$ cat src/rtl/reg_bank_arb.sv
// reg_bank_arb: two-requester write arbiter in front of a four-entry
// register bank. Each requester uses a four-phase REQ/ACK handshake; a
// handshake whose ACK stays up for TIMEOUT edges is aborted and flagged in
// the sticky ERR output.
// All state updates on the falling edge of CLK; RST is asynchronous, active-low.
// Optional feature macro: ARB_ROUND_ROBIN_EN. When it is defined, ties go
// to the requester not granted last. When it is undefined, A wins every tie.
module reg_bank_arb #(
    parameter int DATA_W  = 8,
    parameter int TIMEOUT = 15
) (
    input  logic                CLK,
    input  logic                RST,
    input  logic                REQ_A,
    input  logic [1:0]          ADDR_A,
    input  logic [DATA_W-1:0]   D_A,
    input  logic                REQ_B,
    input  logic [1:0]          ADDR_B,
    input  logic [DATA_W-1:0]   D_B,
    output logic                ACK_A,
    output logic                ACK_B,
    output logic [4*DATA_W-1:0] Q,
    output logic                BUSY,
    output logic                ERR
);

    localparam logic [7:0] TIMEOUT_C = TIMEOUT[7:0];

    typedef enum logic [1:0] {ST_IDLE, ST_WRITE, ST_ACK} state_t;

    state_t            state_q, state_d;
    logic [1:0]        addr_q, addr_d;
    logic [DATA_W-1:0] data_q, data_d;
    logic              win_b_q, win_b_d;
    logic [DATA_W-1:0] bank_q [4];
    logic [DATA_W-1:0] bank_d [4];
    logic              ack_a_q, ack_a_d;
    logic              ack_b_q, ack_b_d;
    logic              busy_q, busy_d;
    logic              err_q, err_d;
    logic [7:0]        cnt_q, cnt_d;
    logic              elig_a_q, elig_a_d;
    logic              elig_b_q, elig_b_d;
`ifdef ARB_ROUND_ROBIN_EN
    logic              last_b_q, last_b_d;
`endif

    logic              cand_a, cand_b, pick_b, win_req;
    logic [7:0]        cnt_inc;

    // Next-state computation: arbitration, write, handshake and timeout tracking
    always_comb begin
        state_d  = state_q;
        addr_d   = addr_q;
        data_d   = data_q;
        win_b_d  = win_b_q;
        bank_d   = bank_q;
        ack_a_d  = ack_a_q;
        ack_b_d  = ack_b_q;
        err_d    = err_q;
        cnt_d    = cnt_q;
        elig_a_d = elig_a_q;
        elig_b_d = elig_b_q;
`ifdef ARB_ROUND_ROBIN_EN
        last_b_d = last_b_q;
`endif
        cnt_inc  = cnt_q + 8'd1;
        win_req  = win_b_q ? REQ_B : REQ_A;

        // A requester locked out by a timeout regains eligibility once it
        // has been seen with REQ low.
        if (!REQ_A) elig_a_d = 1'b1;
        if (!REQ_B) elig_b_d = 1'b1;

        cand_a = REQ_A && elig_a_q;
        cand_b = REQ_B && elig_b_q;
`ifdef ARB_ROUND_ROBIN_EN
        pick_b = cand_b && (!cand_a || !last_b_q);
`else
        pick_b = cand_b && !cand_a;
`endif

        case (state_q)
            ST_IDLE: begin
                if (cand_a || cand_b) begin
                    state_d = ST_WRITE;
                    win_b_d = pick_b;
                    addr_d  = pick_b ? ADDR_B : ADDR_A;
                    data_d  = pick_b ? D_B : D_A;
`ifdef ARB_ROUND_ROBIN_EN
                    last_b_d = pick_b;
`endif
                end
            end
            ST_WRITE: begin
                bank_d[addr_q] = data_q;
                state_d        = ST_ACK;
                cnt_d          = 8'd0;
                ack_a_d        = !win_b_q;
                ack_b_d        = win_b_q;
            end
            ST_ACK: begin
                if (!win_req) begin
                    ack_a_d = 1'b0;
                    ack_b_d = 1'b0;
                    state_d = ST_IDLE;
                end else if (cnt_inc == TIMEOUT_C) begin
                    ack_a_d = 1'b0;
                    ack_b_d = 1'b0;
                    err_d   = 1'b1;
                    state_d = ST_IDLE;
                    if (win_b_q) elig_b_d = 1'b0;
                    else         elig_a_d = 1'b0;
                end else begin
                    cnt_d = cnt_inc;
                end
            end
            default: state_d = ST_IDLE;
        endcase

        busy_d = (state_d != ST_IDLE);
    end

    // State and output registers, cleared immediately by RST low
    always_ff @(negedge CLK or negedge RST) begin
        if (!RST) begin
            state_q  <= ST_IDLE;
            addr_q   <= '0;
            data_q   <= '0;
            win_b_q  <= 1'b0;
            for (int i = 0; i < 4; i++) bank_q[i] <= '0;
            ack_a_q  <= 1'b0;
            ack_b_q  <= 1'b0;
            busy_q   <= 1'b0;
            err_q    <= 1'b0;
            cnt_q    <= '0;
            elig_a_q <= 1'b1;
            elig_b_q <= 1'b1;
`ifdef ARB_ROUND_ROBIN_EN
            last_b_q <= 1'b1;
`endif
        end else begin
            state_q  <= state_d;
            addr_q   <= addr_d;
            data_q   <= data_d;
            win_b_q  <= win_b_d;
            bank_q   <= bank_d;
            ack_a_q  <= ack_a_d;
            ack_b_q  <= ack_b_d;
            busy_q   <= busy_d;
            err_q    <= err_d;
            cnt_q    <= cnt_d;
            elig_a_q <= elig_a_d;
            elig_b_q <= elig_b_d;
`ifdef ARB_ROUND_ROBIN_EN
            last_b_q <= last_b_d;
`endif
        end
    end

    for (genvar gi = 0; gi < 4; gi++) begin : g_q
        assign Q[gi*DATA_W +: DATA_W] = bank_q[gi];
    end

    assign ACK_A = ack_a_q;
    assign ACK_B = ack_b_q;
    assign BUSY  = busy_q;
    assign ERR   = err_q;

endmodule

$ cat config.mk
export PLATFORM = sky130hd
export DESIGN_NAME = reg_bank_arb
export DESIGN_NICKNAME = d
export VERILOG_FILES = /design/src/rtl/reg_bank_arb.sv
export SDC_FILE = /design/constraint.sdc
export NUM_CORES = 1
export LEC_CHECK = 0
export ABC_AREA = 1
export BUFFER_PORTS_ARGS = -buffer_cell sky130_fd_sc_hd__buf_2
export CAP_MARGIN = 30
export CORE_ASPECT_RATIO = 0.6
export CORE_MARGIN = 2
export CORE_UTILIZATION = 53
export CTS_CLUSTER_DIAMETER = 120
export DETAILED_ROUTE_END_ITERATION = 6
export PLACE_DENSITY_LB_ADDON = 0.25
export SYNTH_ARGS = -nofsm -noshare
export SYNTH_HDL_FRONTEND = slang
export SYNTH_SLANG_ARGS = --single-unit
$ cat constraint.sdc
create_clock -name CLK -period 1.8 [get_ports CLK]
set_input_delay 0.09 -clock CLK [delete_from_list [all_inputs] [get_ports CLK]]
set_output_delay 0.09 -clock CLK [all_outputs]
set_load 0.01 [all_outputs]
[Yosys cells after proc, flatten, opt, wreduce, memory -nomap -nowiden]
Cells that the tools add are included.
Cells by class
  $add $sub $neg: 1
  multipliers: 0
  divide/modulo/power cells: 0
  $lt $le $gt $ge: 2
  eq/ne operators: 6
  shifts and indexed selects: 0
  multiplexer cells: 27
  bitwise operators: 1
  reduce and logical (&&, ||, !) cells: 14
Operators by type and width (number)
  $bwmux W32: 1
  $mux W8: 4
  $demux W8 S2: 1
  $pmux W8 S2: 1
  $mux W1: 13
  $add A8 B1 Y8 const B: 1
  $eq A8 B4 Y1 const B: 1
  $mux W2: 4
  $pmux W2 S3: 1
  $reduce_and A3 Y1: 2
  $logic_and A1 B1 Y1: 4
  $ne A2 B2 Y1 const B: 2
  $pmux W1 S2: 2
  $reduce_and A2 Y1: 2
  $reduce_bool A2 Y1: 2
  $ge A3 B3 Y1 const B: 1
  $lt A3 B1 Y1 const B: 1
  $ne A3 B3 Y1 const B: 1
  $not A2 Y3: 1
  $eq A2 B1 Y1 const B: 1
  $eq A2 B2 Y1 const B: 1
  $logic_not A1 Y1: 2
  $logic_not A2 Y1: 1
  $logic_or A1 B1 Y1: 1
Word-level totals
  flip-flop bits (word level): 59
  latch bits: 0
  RAM bits: 0
  ROM bits: 0
  input port bits: 24
  output and inout port bits: 36
  word-level logic and storage cells: 66
  memories: 0

[Logic depth before layout (Yosys ltp)]
Gate-level depths: netlist of run 1.
  depth after elaboration: 6
  mapped depth: 12
  depth with buffers taken out: 12

==> impl_results.md, run 1 <==
* Total GRT Usage at 0.2577
* TNS Setup at -1.842 ns
* Fin nets at 437
* Layout cells sized above 1 at 0.3641
* Failing checks: negative setup slack
* CP top delay family: flip-flops
* Post-Layout Cell Count at 475
* Detailed Route WL at 6.995 mm
* DRT iter0 DRCs at 216
* Total Power at 0.005807 W
* Outcome: finished, violations left
* Post-DP HPWL at 4.636 mm
* Synth top area share at 0.5405
* PD cells at around 1600 nW/um2
* Iteration count of the initial detailed-routing pass at 5
* Clk_lat worst skew at 0.37 ns
* Initial core utilization at 0.5635
* Synthesis-stage register bit count at 59
* Clk buf depth at 2
* Slowest cell delay on critical path at 0.44 ns
* Syn nets at 331
* CP Data Arrival Time at 1.81 ns
* Final instance area at 3641 um2
* Peak VDD IR at roughly 960 uV
* Min-delay src: Q[2]$_DFFE_NN0P_
* Die height at slightly below 60 um
* Yosys warning count at 0
* Critical Path Sink: Q[22]
* Ranking of synthesized cells by area: dfrtn_1 (54%), nand2_1 (11%), o21ai_0 (8.7%)
* Leak at 1.893 nW
* Crit path depth at 1
* Placer Congestion at around 0.90
* Worst Hold Class: register to register
* Largest net degree at the start of global routing at 26
* Slew Viols, Final at 0
* # IOs at 60
* # port buffers at 59
* Final setup fails at 39
* CP Class: register to output port
* Sw Ratio at 0.3848
* Layout area overhead at 37.98%
* Flop2flop setup slack at -0.01 ns
* Worst R2R Path Depth at 11
* TritonCTS clock tree: built
* Core Box Area at roughly 4700 um2
* Root buffer cell: clkbuf_8
* Distinct cell type count of the synthesized netlist at 22
* Final Hold Fails at 0
* Post-placement cell area at 3169 um2
* Critical path launch point: Q[22]$_DFFE_NN0P_
* FF-to-FF End: cnt_q[6]$_DFFE_NN0P_
* Vias per cell at 5.200
* Vias in the first global route at 2,187
* Critical-path maximum fanout at 2
* Area of the die at 5578 um2
* Synth area leader: dfrtn_1
* Clock network fraction of total power at 0.205
* Final Worst Setup Slack at -0.09657 ns
* Clock skew at 0.04822 ns
* Startpoint types: register
* Placed Cells at 437
* Crit. End Element: output port
* Flop pwr share at 0.366
* Number of max-cap violations at 0
* RSZ-0062 raised after global routing: true
* Worst slew pin tran at 0.3644 ns
* H-tree Lvls at 3
* Finished Core Util at 0.7775
* Hold Buf Count CTS at 0
* Die X at 95.10 um
* DRC Markers at 0
* Diode count at 0
* Worst EP required at approximately 1.7 ns
* Comb power frac at 0.430
* Reg2Reg Launch Point: cnt_q[0]$_DFFE_NN0P_
* Post-synthesis area per instance at slightly below 9 um2
* TritonCTS buffer count at 9
* Sequential share of the synthesized area at 0.5605
* Crit-path cells: buf_2
* Post-Syn Instances at 301
* Internal power at 0.003573 W
* Initial antenna violation count at 0
* Via count at 2,470
* Clock slew at reported path FFs at 0.05 ns
* Crit path buf inv count at 1
* First-pass GRT wire length at 10.49 mm
* CP max stage cell: dfrtn_1
* Max_slew headroom at 0.7571
* Routed wire per std cell at 14.73 um
* Synth Cell Area at 2639 um2
* P_sw at roughly 0.0022 W
* Row cnt at 19
* Routed Antenna Nets at 0
* Grt total ovfl at 0
* Clk sinks at 59
==> power groups by stage <==
stage	sequential, W	clock (W)	combinational [W]
2_1_floorplan	0.00227	0.0000104	0.00101
3_3_place_gp	0.00211	0.0000104	0.00201
3_5_place_dp	0.00214	0.0000104	0.00207
4_1_cts	0.00211	0.00121	0.00220
5_1_grt	0.00217	0.00128	0.00274
6_report	0.00212	0.00119	0.00250
==> flip-flops by register name, indices dropped and copies added, names as in the netlist <==
name and cells:
win_b_q 1, BUSY 1, ACK_B 1, data_q 8, addr_q 2, elig_a_q 1, cnt_q 8, ACK_A 1
elig_b_q 1, Q 32, ERR 1, state_q 2
==> metal layers <==
layer,share of wire,vias up,GRT usage
met2,0.45,96,0.3531
li1,-,1195,-
met1,0.47,1173,0.3909
met4,0.0081,0,0.08075
met5,0,-,0
met3,0.073,6,0.08195
==> timing repair <==
action / 4_1_cts / 5_1_grt
gates resized for setup: 0 / 28
pin swaps: 0 / 14
setup endpoints to repair: 36 / 50
setup buffers: 9 / 12
==> cells in the mapped netlist (all sizes together) <==
library cell,instances
buf,2
nand2,82
o21bai,1
o22ai,10
nand3,11
nor2,29
o21ai,48
clkbuf,7
dfrtn,57
a21oi,7
ha,6
clkinv,1
a31o,1
dfstp,2
nand4,8
inv,29
==> through the flow <==
step	setup slack [ns]	hold WS (ns)
2_1_floorplan	0.009107	0.4243
3_3_place_gp	-0.1027	0.4210
3_5_place_dp	-0.2093	0.4276
4_1_cts	-0.09146	0.4290
5_1_grt	-0.1195	0.4532
6_report	-0.09657	0.4271
==> layout make-up <==
class	instances	area (um2)
Clock buffer	11	141.4
Clock inverter	7	58.81
Multi-Input combinational cell	203	1097
Inverter	29	111.4
Tap cell	63	78.83
Timing Repair Buffer	103	674.4
Sequential cell	59	1479
Fill cell	334	1042
==> cell families after synthesis <==
kind of cell,after synthesis,share of synthesized area
AO/OA/AOI/OAI,67,0.1342
adder cells (fa/ha/maj),6,0.02845
buffers and inverters,39,0.05832
flip-flops,59,0.5605
AND/OR/NAND/NOR,130,0.2186
==> cells in the final DEF, fill, tap and decap left out, types with 3 or more instances in the layout <==
| cell type | count |
|---|---|
| a21oi_1 | 7 |
| buf_2 | 57 |
| buf_4 | 39 |
| buf_6 | 5 |
| clkbuf_8 | 10 |
| dfrtn_1 | 57 |
| ha_1 | 5 |
| inv_1 | 29 |
| nand2_1 | 70 |
| nand2_2 | 9 |
| nand2_4 | 3 |
| nand3_1 | 5 |
| nand3_2 | 3 |
| nand3_4 | 3 |
| nand4_1 | 8 |
| nor2_1 | 23 |
| nor2_4 | 4 |
| o21ai_0 | 46 |
| o22ai_1 | 10 |
==> how the worst min path moves through the flow <==
stage | end | slack [ns] | cells after the start
after floorplan | cnt_q[7]$_DFFE_NN0P_ | 0.42 | 2
after global placement | Q[18]$_DFFE_NN0P_ | 0.42 | 2
after detailed placement | Q[12]$_DFFE_NN0P_ | 0.43 | 2
after CTS | Q[12]$_DFFE_NN0P_ | 0.43 | 2
after global routing | Q[12]$_DFFE_NN0P_ | 0.45 | 2
final | Q[2]$_DFFE_NN0P_ | 0.43 | 2
(Power assumes the default switching activity.)
==> run 2: changes to the inputs <==
--- a/config.mk
+++ b/config.mk
@@ -13,6 +13,7 @@
 export CORE_UTILIZATION = 53
 export CTS_CLUSTER_DIAMETER = 120
 export DETAILED_ROUTE_END_ITERATION = 6
+export MAX_ROUTING_LAYER = met4
 export PLACE_DENSITY_LB_ADDON = 0.25
 export SYNTH_ARGS = -nofsm -noshare
 export SYNTH_HDL_FRONTEND = slang
==> run 2 against run 1 <==
The flow still finishes with violations (negative setup slack). First-iteration DRC count fell by 14%. Cell area rose by 2.4%. Sequential power barely moved. Die area did not move. Final cell count rose by 1.7%. Utilization rose by 1.8 points. Count of clock-buffer cells in the layout did not move. Clock skew fell by 0.0011 ns. Routed wire length rose by 4.2%. Power rose by 4.4%. Combinational power rose by 7%. Critical endpoint is now Q[17].
==> impl_results.md, run 2 (synthesized netlist as in run 1, its figures left out) <==
* Final Hold Fails at 0
* Failing checks: negative setup slack
* First-pass GRT wire length at 11.03 mm
* Max_slew headroom at 0.7315
* # port buffers at 59
* Clk buf depth at 2
* Worst slew pin tran at 0.4027 ns
* Row cnt at 19
* Initial antenna violation count at 0
* Post-DP HPWL at between 4 and 5 mm
* Placer Congestion at 0.9030
* Vias per cell at 5.219
* Clock skew at 0.04717 ns
* CP Data Arrival Time at approximately 1.8 ns
* Die X at ~95 um
* Commonest non-fill, non-tap cell in the layout: nand2_1
* Outcome: finished, violations left
* Total Power at between 0.006 and 0.007 W
* Via count at 2,521
* Clock slew at reported path FFs at around 0.04 ns
* Worst EP required at 1.71 ns
* Iteration count of the initial detailed-routing pass at 5
* Largest net degree at the start of global routing at 51
* Number of max-cap violations at 0
* CP max stage cell: dfrtn_1
* Clk sinks at 59
* Crit path buf inv count at 1
* Leak at roughly 1.9 nW
* Root buffer cell: clkbuf_8
* Detailed Route WL at 7.288 mm
* CP top delay family: flip-flops
* Critical-path maximum fanout at 2
* DRT iter0 DRCs at approximately 190
* Clk_lat worst skew at 0.37 ns
* # IOs at 60
* Core Box Area at 4683 um2
* Routed wire per std cell at 15.09 um
* Diode count at 0
* Final setup fails at 41
* H-tree Lvls at 3
* Worst Hold Class: register to register
* Most frequent cells in the layout: nand2_1 (71), buf_2 (58), dfrtn_1 (57)
* Crit. End Element: output port
* Peak VDD IR at 954.5 uV
* Area of the die at around 5600 um2
* Largest register FFs at 32
* Layout area overhead at 41.25%
* Startpoint types: register
* TritonCTS clock tree: built
* Final Worst Setup Slack at -0.08347 ns
* Initial core utilization at 0.5635
* Grt total ovfl at 0
* Fin nets at 447
* Vias in the first global route at ~2.3k
* Slew Viols, Final at 0
* RSZ-0062 raised after global routing: true
* CP Class: register to output port
* Finished Core Util at 0.7959
* Hold Buf Count CTS at 0
* PD cells at between 1500 and 2000 nW/um2
* Slowest cell delay on critical path at 0.43 ns
* Die height at between 50 and 60 um
* DRC Markers at 0
* Routed Antenna Nets at 0
* TritonCTS buffer count at 9
* Crit-path cells: buf_2
* Layout cells sized above 1 at 0.3833
* Total GRT Usage at 0.2787
## run 2: routing by layer
| metal | global-route usage | vias to the layer above | routed length [um] |
|---|---|---|---|
| met3 | 0.07042 | 13 | 587 |
| met1 | 0.3985 | 1180 | 3271 |
| met2 | 0.3984 | 117 | 3310 |
| li1 | - | 1211 | - |
| met5 | - | - | 0 |
| met4 | 0.08075 | 0 | 119 |
## run 2: path summary, 6_finish.rpt
| check | from | to | slack (ns) | cells past startpoint |
|---|---|---|---|---|
| min | Q[8]$_DFFE_NN0P_ | Q[8]$_DFFE_NN0P_ | 0.42 | 2 |
| max in group asynchronous | RST | Q[18]$_DFFE_NN0P_ | 0.79 | 2 |
| max | Q[17]$_DFFE_NN0P_ | Q[17] | -0.08 | 1 |
| max reg2reg | cnt_q[0]$_DFFE_NN0P_ | BUSY$_DFF_NN0_ | -0.05 | 13 |
| min in group asynchronous | RST | cnt_q[1]$_DFFE_NN0P_ | 0.43 | 1 |
| min reg2reg | Q[8]$_DFFE_NN0P_ | Q[8]$_DFFE_NN0P_ | 0.42 | 2 |
## run 2: per-stage QoR
stage / hold slack [ns] / instance area [um2] / worst slack, ns / instances / setup TNS (ns)
after floorplan: 0.4243 / 2640 / 0.009107 / 301 / 0
after global placement: 0.4214 / 3169 / -0.1426 / 437 / -2.457
after detailed placement: 0.4279 / 3169 / -0.2157 / 437 / -3.823
after CTS: 0.4294 / 3497 / -0.07982 / 466 / -2.096
after global routing: 0.4327 / 3727 / -0.1319 / 483 / -3.576
final: 0.4247 / 3727 / -0.08347 / 483 / -2.011
## run 2: cell type report
| cell class | count | area [um2] |
|---|---|---|
| fill | 323 | 955.9 |
| clock buffer | 11 | 151.4 |
| tap | 63 | 78.83 |
| timing repair buffer | 112 | 739.5 |
| clock inverter | 5 | 60.06 |
| multi-input combinational | 204 | 1107 |
| sequential | 59 | 1479 |
| inverter | 29 | 111.4 |
## run 2: what timing repair did
action | 4_1_cts | 5_1_grt
buffers inserted | 14 | 16
gates cloned | 0 | 1
setup endpoints to repair | 46 | 53
pin swaps | 0 | 10
resized for setup | 2 | 28
endpoints found under the hold margin | 0 | 0
## run 2: power breakdown
part           leakage [nW]  internal [W]  switching, W  total [W]
combinational          1.07       0.00116       0.00150    0.00267
clock                 0.121      0.000770      0.000489    0.00126
sequential            0.752       0.00187      0.000269    0.00214
total                  1.95       0.00380       0.00226    0.00606
==> run 3: changes to the inputs <==
--- a/config.mk
+++ b/config.mk
@@ -8,9 +8,11 @@
 export ABC_AREA = 1
 export BUFFER_PORTS_ARGS = -buffer_cell sky130_fd_sc_hd__buf_2
 export CAP_MARGIN = 30
+export CELL_PAD_IN_SITES_DETAIL_PLACEMENT = 1
+export CELL_PAD_IN_SITES_GLOBAL_PLACEMENT = 2
 export CORE_ASPECT_RATIO = 0.6
 export CORE_MARGIN = 2
-export CORE_UTILIZATION = 53
+export CORE_UTILIZATION = 31
 export CTS_CLUSTER_DIAMETER = 120
 export DETAILED_ROUTE_END_ITERATION = 6
 export MAX_ROUTING_LAYER = met4
@@ -18,3 +20,4 @@
 export SYNTH_ARGS = -nofsm -noshare
 export SYNTH_HDL_FRONTEND = slang
 export SYNTH_SLANG_ARGS = --single-unit
+export TNS_END_PERCENT = 50
==> run 3 against run 2 <==
Largest power group unchanged. The run still ends with negative setup slack left. First-iteration DRC count shrank 48%. Combinational power fell by 9.7%. Die area rose by 67%. Register-to-register slack gained 0.03 ns. Sequential cell count stayed put.
==> impl_results.md, run 3 (synthesized netlist as in run 1, its figures left out) <==
* Outcome: finished, violations left
* Failing checks: negative setup slack
* Diode count at 0
* Detailed Route WL at 7.647 mm
* Vias per cell at 4.548
* # port buffers at 59
* Slowest cell delay on critical path at 0.43 ns
* M1 GR Usage at 0.2702
* Worst slew pin tran at 0.4496 ns
* Clk_lat worst skew at roughly 0.38 ns
* First-pass GRT wire length at 11.85 mm
* CP max stage cell: dfrtn_1
* Total GRT Usage at 0.1777
* TNS Setup at -2.100 ns
* # IOs at 60
* Final setup fails at 37
* Flop pwr share at 0.336
* CP Class: register to output port
* Layout cells sized above 1 at 0.3663
* Max_slew headroom at 0.7003
* Number of max-cap violations at 0
* Core Box Area at 8393 um2
* Area of the die at 9291 um2
* Die X at 123.1 um
* DRC Markers at 0
* PD cells at 1664 nW/um2
* Final Worst Setup Slack at -0.09120 ns
* TritonCTS clock tree: built
* Worst EP required at 1.71 ns
* CP top delay family: flip-flops
* Crit. End Element: output port
* Vias in the first global route at 2,270
* Pre-CTS setup slack at -0.1692 ns
* Layout area overhead at 43.62%
* Comb power frac at 0.382
* Routed wire per std cell at 14.82 um
* CP Data Arrival Time at 1.80 ns
* Internal power at 0.004009 W
* Critical-path maximum fanout at 2
* Clock skew at 0.05607 ns
* Commonest non-fill, non-tap cell in the layout: nand2_1
* Leak at around 1.9 nW
* Crit path buf inv count at 1
* Iteration count of the initial detailed-routing pass at 4
* Most frequent cells in the layout: nand2_1 (69), dfrtn_1 (57), buf_2 (55)
* Initial antenna violation count at 0
* Slew Viols, Final at 0
* RSZ-0062 raised after global routing: true
* Largest net degree at the start of global routing at 33
* Sw Ratio at 0.3642
* Clk sinks at between 50 and 60
* Busiest grt layer: met1
* H-tree Lvls at 3
* Hold WS at 0.4136 ns
* P_sw at 0.002297 W
* Fin nets at 429
* Worst Hold Class: register to register
* Startpoint types: register
* Flip-flop and latch area at 1479 um2
* Placer Congestion at 0.7839
* Row cnt at 26
* Routed Antenna Nets at 0
* Peak VDD IR at 506.1 uV
* Post-placement cell area at 3241 um2
* Root buffer cell: clkbuf_16
* GR Util met3 at 0.04266
* Die height at 75.47 um
* DRT iter0 DRCs at 96
* Post-DP HPWL at 5.548 mm
* Grt total ovfl at 0
* Final Hold Fails at 0
* TritonCTS buffer count at 9
* Area occupied by multi-input gates at 1125 um2
* Largest register FFs at 32
* Crit-path cells: buf_2
* Final instance area at 3790 um2
* Total Power at 0.006306 W
* FILL cells at 1,002
* M2 GR Usage at 0.2296
* Clock slew at reported path FFs at about 0.04 ns
* Clock network fraction of total power at 0.283
* Via count at between 2k and 2.5k
* Clk buf depth at 2
* Initial core utilization at 0.3144
-- run 3: changes by cell type in the layout (fill, tap and decap cells not counted), moves of 2 or more --
cell       before  now
buf_2          58   55
buf_4          47   29
buf_6           5    9
clkbuf_16       0    9
clkbuf_8       11    3
inv_2           2    4
nand2_1        71   69
-- run 3: path summary, 6_finish.rpt --
path                                           start              endpoint  slack, ns  cells after the start
min in group asynchronous                        RST  state_q[0]$_DFF_NN0_       0.50                      2
worst max register to register  cnt_q[1]$_DFFE_NN0P_        BUSY$_DFF_NN0_      -0.02                     13
worst min-delay path                 ERR$_DFFE_NN0P_       ERR$_DFFE_NN0P_       0.41                      1
worst min register to register       ERR$_DFFE_NN0P_       ERR$_DFFE_NN0P_       0.41                      1
worst max-delay path               Q[23]$_DFFE_NN0P_                 Q[23]      -0.09                      1
max in group asynchronous                        RST     Q[16]$_DFFE_NN0P_       0.90                      2
-- run 3: metal layers --
metal  share of wire  vias up
met2            0.40       40
met3           0.032        6
met4          0.0090        0
met5               0        -
met1            0.56     1117
li1                -     1184
-- run 3: area by class of cell --
class                           instances  share of cell area
Multi-Input combinational cell        204              0.2968
Sequential cell                        59              0.3902
Inverter                               29             0.02938
Clock inverter                          6             0.01420
Clock buffer                           12             0.07032
Tap cell                              112             0.03698
Timing Repair Buffer                   94              0.1621
-- run 3: power groups by stage --
| stage | Combinational [W] | Clock, W | Sequential [W] |
|---|---|---|---|
| 2_1_floorplan | 0.00101 | 0.0000104 | 0.00227 |
| 5_1_grt | 0.00272 | 0.00190 | 0.00219 |
| 3_3_place_gp | 0.00210 | 0.0000104 | 0.00211 |
| 4_1_cts | 0.00222 | 0.00184 | 0.00211 |
| 3_5_place_dp | 0.00217 | 0.0000104 | 0.00212 |
| 6_report | 0.00241 | 0.00178 | 0.00212 |
-- run 3: through the flow --
stage,instances,utilization
6_report,516,0.4516
3_5_place_dp,489,0.3861
2_1_floorplan,301,-
4_1_cts,507,0.4273
3_3_place_gp,489,0.3861
5_1_grt,516,0.4516
-- run 3: repair_timing --
item | CTS | global route
cloned | 0 | 1
hold buffers | 0 | 0
pin swaps | 0 | 12
gates resized for setup | 5 | 34
buffers inserted | 1 | 8
setup endpoints to repair | 49 | 51
